`src/rtl/ext_bus_ctl.sv`:
```
// External multiplexed 16-bit AD bus controller.
// Round-robin arbitration between an instruction-fetch requester (0) and a
// data/MMIO requester (1); each grant runs a two-phase address latch sequence
// followed by a single 16-bit read or write strobe.
module ext_bus_ctl #(
  parameter int unsigned WAIT_CYCLES = 2
) (
  input  logic        CLK,
  input  logic        RST_N,
  input  logic        req0,
  input  logic        req1,
  input  logic        we0,
  input  logic        we1,
  input  logic [31:0] addr0,
  input  logic [31:0] addr1,
  input  logic [15:0] wdata0,
  input  logic [15:0] wdata1,
  input  logic [1:0]  be0,
  input  logic [1:0]  be1,
  output logic        ack0,
  output logic        ack1,
  output logic [15:0] rdata,
  output logic [15:0] ad_o,
  output logic        ad_oe,
  input  logic [15:0] ad_i,
  output logic        ALE0,
  output logic        ALE1,
  output logic        OE_N,
  output logic        WE_N,
  output logic        BHE_N
);

  localparam logic [3:0] WaitLoad = 4'(WAIT_CYCLES - 1);

  typedef enum logic [3:0] {
    StIdle, StAlo, StAloH, StAhi, StAhiH, StWr, StWrH, StTa, StRd, StRdH, StDone
  } state_e;

  state_e      state_q, state_d;
  logic        gnt_q;       // granted requester of the current transaction
  logic        last_q;      // requester granted most recently
  logic        we_q;
  logic [31:0] a_q;         // effective address, a[0] = ~be[0]
  logic [15:0] wdata_q;
  logic        bhe_n_q;
  logic [3:0]  wait_q;
  logic [15:0] rdata_q;

  logic        any_req;
  logic        gnt_sel;
  logic [1:0]  be_sel;
  logic [1:0]  be_eff;
  logic        grant;

  // Byte address bit 0 is replaced by the low-byte enable.
  logic        unused_addr_lsb;
  assign unused_addr_lsb = addr0[0] ^ addr1[0];

  // Round-robin pick: contention goes to whoever was not granted last.
  always_comb begin
    any_req = req0 | req1;
    gnt_sel = req1 & ~(req0 & last_q);
    be_sel  = gnt_sel ? be1 : be0;
    be_eff  = (be_sel == 2'b00) ? 2'b11 : be_sel;
    grant   = (state_q == StIdle) && any_req;
  end

  // State register.
  always_ff @(posedge CLK or negedge RST_N) begin
    if (!RST_N) state_q <= StIdle;
    else        state_q <= state_d;
  end

  // Next-state sequencing.
  always_comb begin
    state_d = state_q;
    unique case (state_q)
      StIdle: if (any_req) state_d = StAlo;
      StAlo:  state_d = StAloH;
      StAloH: state_d = StAhi;
      StAhi:  state_d = StAhiH;
      StAhiH: state_d = we_q ? StWr : StTa;
      StWr:   if (wait_q == 4'd0) state_d = StWrH;
      StWrH:  state_d = StDone;
      StTa:   state_d = StRd;
      StRd:   if (wait_q == 4'd0) state_d = StRdH;
      StRdH:  state_d = StDone;
      StDone: state_d = StIdle;
      default: state_d = StIdle;
    endcase
  end

  // Bus pin and ack decode, purely from state so reset takes effect at once.
  always_comb begin
    ad_o  = 16'h0000;
    ad_oe = 1'b0;
    ALE0  = 1'b0;
    ALE1  = 1'b0;
    OE_N  = 1'b1;
    WE_N  = 1'b1;
    BHE_N = 1'b1;
    ack0  = 1'b0;
    ack1  = 1'b0;
    unique case (state_q)
      StAlo: begin
        ad_oe = 1'b1; ad_o = a_q[15:0]; ALE0 = 1'b1; BHE_N = bhe_n_q;
      end
      StAloH: begin
        ad_oe = 1'b1; ad_o = a_q[15:0]; BHE_N = bhe_n_q;
      end
      StAhi: begin
        ad_oe = 1'b1; ad_o = a_q[31:16]; ALE1 = 1'b1; BHE_N = bhe_n_q;
      end
      StAhiH: begin
        ad_oe = 1'b1; ad_o = a_q[31:16]; BHE_N = bhe_n_q;
      end
      StWr: begin
        ad_oe = 1'b1; ad_o = wdata_q; WE_N = 1'b0; BHE_N = bhe_n_q;
      end
      StWrH: begin
        ad_oe = 1'b1; ad_o = wdata_q; BHE_N = bhe_n_q;
      end
      StTa:   BHE_N = bhe_n_q;
      StRd: begin
        OE_N = 1'b0; BHE_N = bhe_n_q;
      end
      StRdH:  BHE_N = bhe_n_q;
      StDone: begin
        ack0 = ~gnt_q; ack1 = gnt_q;
      end
      default: ;
    endcase
  end

  // Transaction capture at grant; later requester input changes are ignored.
  always_ff @(posedge CLK or negedge RST_N) begin
    if (!RST_N) begin
      gnt_q   <= 1'b0;
      last_q  <= 1'b1;
      we_q    <= 1'b0;
      a_q     <= 32'h0;
      wdata_q <= 16'h0;
      bhe_n_q <= 1'b1;
    end else if (grant) begin
      gnt_q   <= gnt_sel;
      last_q  <= gnt_sel;
      we_q    <= gnt_sel ? we1 : we0;
      a_q     <= {(gnt_sel ? addr1[31:1] : addr0[31:1]), ~be_eff[0]};
      wdata_q <= gnt_sel ? wdata1 : wdata0;
      bhe_n_q <= ~be_eff[1];
    end
  end

  // Strobe wait counter, reloaded on entry to the strobe states.
  always_ff @(posedge CLK or negedge RST_N) begin
    if (!RST_N) begin
      wait_q <= 4'd0;
    end else if ((state_d == StWr && state_q != StWr) ||
                 (state_d == StRd && state_q != StRd)) begin
      wait_q <= WaitLoad;
    end else if ((state_q == StWr || state_q == StRd) && wait_q != 4'd0) begin
      wait_q <= wait_q - 4'd1;
    end
  end

  // Read data sampled on the last strobe cycle and held until the next read.
  always_ff @(posedge CLK or negedge RST_N) begin
    if (!RST_N) rdata_q <= 16'h0;
    else if (state_q == StRd && wait_q == 4'd0) rdata_q <= ad_i;
  end

  assign rdata = rdata_q;

endmodule

```
`config.mk`:
```
export PLATFORM = sky130hd
export DESIGN_NAME = ext_bus_ctl
export DESIGN_NICKNAME = d
export VERILOG_FILES = /design/src/rtl/ext_bus_ctl.sv
export SDC_FILE = /design/constraint.sdc
export NUM_CORES = 1
export LEC_CHECK = 0
export ABC_AREA = 1
export BUFFER_PORTS_ARGS = -buffer_cell sky130_fd_sc_hd__buf_2
export CORE_MARGIN = 5
export CORE_UTILIZATION = 35
export DETAILED_ROUTE_END_ITERATION = 10
export MAX_ROUTING_LAYER = met4
export PLACE_DENSITY = 0.6
export SYNTH_ARGS = -nofsm -noshare
export SYNTH_HDL_FRONTEND = slang
export SYNTH_SLANG_ARGS = --single-unit
```
`constraint.sdc`:
```
create_clock -name CLK -period 2 [get_ports CLK]
set_input_delay 0.3 -clock CLK [delete_from_list [all_inputs] [get_ports CLK]]
set_output_delay 0.3 -clock CLK [all_outputs]
set_load 0.01 [all_outputs]
```
==> flow_metrics.tcl <==
set metrics [dict create \
    outcome "completed" \
    fin_util_pct 49.7 \
    drive_above_1_share_pct 36.9 \
    maxSlewViolCount 0 \
    grt_pass1_vias 3817 \
    swShare_pct 43.6 \
    dr.pass1.iters 4 \
    core_area_mm2 0.0109 \
    p_sw_mw 3.63 \
    drc 0 \
    hpwl_mm 8.68 \
    synth-seq-cells 76 \
    maxSlewHeadroom_pct 67.9 \
    power.density_mw_per_mm2 1540 \
    wirelength_mm 12.6 \
    maxCapViolCount 0 \
    htreeDepth 3 \
    clk_latency_ns 0.36 \
    seqPwrFrac_pct 32.7 \
    clock_skew_ns 0.00868 \
    async_flop_share_pct 100 \
    synth_cell_types 29 \
    cts_sinks 76 \
    post-route-period-util_pct 99.5 \
    grt_pass1_wl_mm 19.5 \
    syn_inst 488 \
    path_max_fanout 9 \
    wl_per_cell_um 15.7 \
    synth_nets 611 \
    port-buffer-count 159 \
    num_rows 38 \
    crit_slowest_cell "dfrtp_2" \
    die_x_um 116 \
    dieArea_mm2 0.0134 \
    drtIter0Drc 239 \
    cpMostUsedCell "nand2_8" \
    routabilityCongestion 0.909 \
    dr_total_vias 3925 \
    fmax_mhz 502 \
    fin_area_mm2 0.00542 \
    die_h_um 116 \
    synth_ff_type "dfrtp_1" \
    rsz0062_at_grt "true" \
    cts_tree "done" \
    postPlaceCellArea_mm2 0.00480 \
    start_util_pct 35.9 \
    grt_overflow 0 \
    clockBufferDepth 2 \
    cts_buffers 9 \
    ys_seq_area_share_pct 48.7 \
    tightestPinTransition_ns 0.481 \
    pin_count 162 \
    syn2layout_area_growth_pct 38.5 \
    p_int_mw 4.69 \
    vdd_ir_drop_max_mv 0.509 \
    grt_usage_pct 19.3 \
    final-setup-viol-count 0 \
    num-nets-final 779 \
    yosysWarnings 0 \
    path_clk_slew_ns 0.08 \
    p_clk_share_pct 15.4 \
    crit_type "register to output port" \
    critPathArrivalTime_ns 1.69 \
    hold_viol 0 \
    synth-edff-count 0 \
    combinationalPowerShare_pct 51.8 \
    synth_area_per_cell_um2 8.01 \
    syn_area_mm2 0.00391 \
    crit_chain "inv_2, nand2_4, nand2_8, nand2_8, o221ai_1, buf_2" \
    slowest_delay_ns 0.48 \
    vias_per_cell 4.90 \
    root_buffer "clkbuf_8" \
    end_kind "output port" \
    grt_max_degree 60 \
    min_period_ns 1.99 \
    antenna_found_initial 0 \
    num_antenna_cells 0 \
    ant_nets 0 \
    hold_class "input port to register" \
    start_kind "register" \
    p_leak_nw 2.80 \
    cp.required_ns 1.70 \
]
[cell usage in the layout (no fill, tap or decap), types with 2 or more instances in the layout]
master,n
o221ai_1,5
nand3_2,2
buf_12,5
bufinv_16,2
o221ai_2,7
dfrtp_1,70
nand2_1,115
nand2_4,6
o22ai_1,31
inv_1,51
o221ai_4,4
clkbuf_8,9
dfstp_2,2
clkinv_2,3
nor2_4,4
buf_6,3
buf_2,157
dfrtp_2,4
inv_2,6
nand2_8,6
nand2_2,5
nand3_1,10
o21ai_1,25
buf_4,13
nor2_1,57
nand4_1,3
o21ai_0,44
[path summary, 6_finish.rpt]
| kind | start | to | slack (ns) | depth (start not counted) |
|---|---|---|---|---|
| worst max-delay path | state_q[1] | ad_o[11] | 0.009 | 6 |
| worst min-delay path | ad_i[12] | rdata[12] | 0.15 | 3 |
| worst max register to register | state_q[2] | wdata_q[7] | 0.20 | 9 |
| worst min register to register | rdata[0] | rdata[0] | 0.47 | 2 |
| max in group asynchronous | RST_N | bhe_n_q | 0.97 | 3 |
| min in group asynchronous | RST_N | a_q[28] | 0.40 | 2 |
[synth_stat cells, types with 2 or more instances]
master	n	area, um2
nand2_2	5	31.3
dfstp_2	2	52.6
nand2_1	120	450
dfrtp_1	74	1850
nand4_1	3	18.8
o221ai_1	16	140
buf_2	8	40.0
nand2_4	3	33.8
inv_1	54	203
nor2_1	58	218
o22ai_1	31	194
o21ai_0	44	220
clkbuf_1	10	37.5
buf_6	6	67.6
nand3_2	2	20.0
nand3_1	10	50.1
nor2_4	4	45.0
o21ai_1	25	125
inv_2	3	11.3
[power by group through the flow]
stage                     logic (mW)  registers [mW]  clock network [mW]
final                           4.31            2.72                1.28
after global routing            4.76            2.81                1.38
after CTS                       4.08            2.70                1.32
after detailed placement        3.51            2.73                   0
after global placement          3.44            2.72                   0
after floorplan                 2.33            2.70                   0
[area by class of cell]
cell class                 count  area [um2]
clock buffer                   9         124
inverter                      58         223
clock inverter                 7        91.3
sequential                    76        1910
fill                        1064        5470
multi-input combinational    332        1870
timing repair buffer         179        1030
tap                          140         175
[through the flow]
step | std cells | hold slack [ns] | total power [mW] | setup WS, ns | setup TNS, ns
finish | 801 | 0.145 | 8.32 | 0.00922 | 0
global route | 801 | 0.144 | 8.95 | -0.0488 | -0.445
CTS | 794 | 0.128 | 8.10 | 0.00384 | 0
detailed placement | 767 | 0.238 | 6.24 | 0.143 | 0
global placement | 767 | 0.235 | 6.16 | 0.213 | 0
floorplan | 488 | 0.00441 | 5.03 | 0.466 | 0
[per-layer routing]
metal	wire length, um	track usage [%]	up-vias
li1	-	-	1951
met2	6130	29.4	133
met4	181	6.81	0
met1	5500	26.6	1823
met5	0	-	-
met3	795	2.56	18
[kinds of logic (layout without fill, tap and decap cells)]
group	Yosys count	after routing	synth area share, %
buffers and inverters	84	253	9.98
DFF	76	76	48.7
and+or+nand+nor	208	212	23.0
AOI/OAI and AO/OA	119	119	18.0
adders and majority gates	1	1	0.320
[state kept, by name (all words and copies together) (netlist names)]
signal and cells:
last_q 1, rdata 16, state_q 4, gnt_q 1, wait_q 4, wdata_q 16, bhe_n_q 1, a_q 32
we_q 1
[worst max-delay path, delay by kind of cell, from the launching register on]
family                 cells  cell delay, ns
DFF                        1            0.48
buffers and inverters      2            0.28
AOI/OAI and AO/OA          1            0.21
and+or+nand+nor            3            0.37
[what timing repair did]
action                                  4_1_cts  5_1_grt
gates resized for setup                      28       15
hold buffers                                  1        0
pin swaps                                     8        3
hold endpoints to repair                     27        0
endpoints found under the setup margin       17       19
setup buffers                                 6        7
cloned                                        4        0
Power figures use the tool's default switching activity.
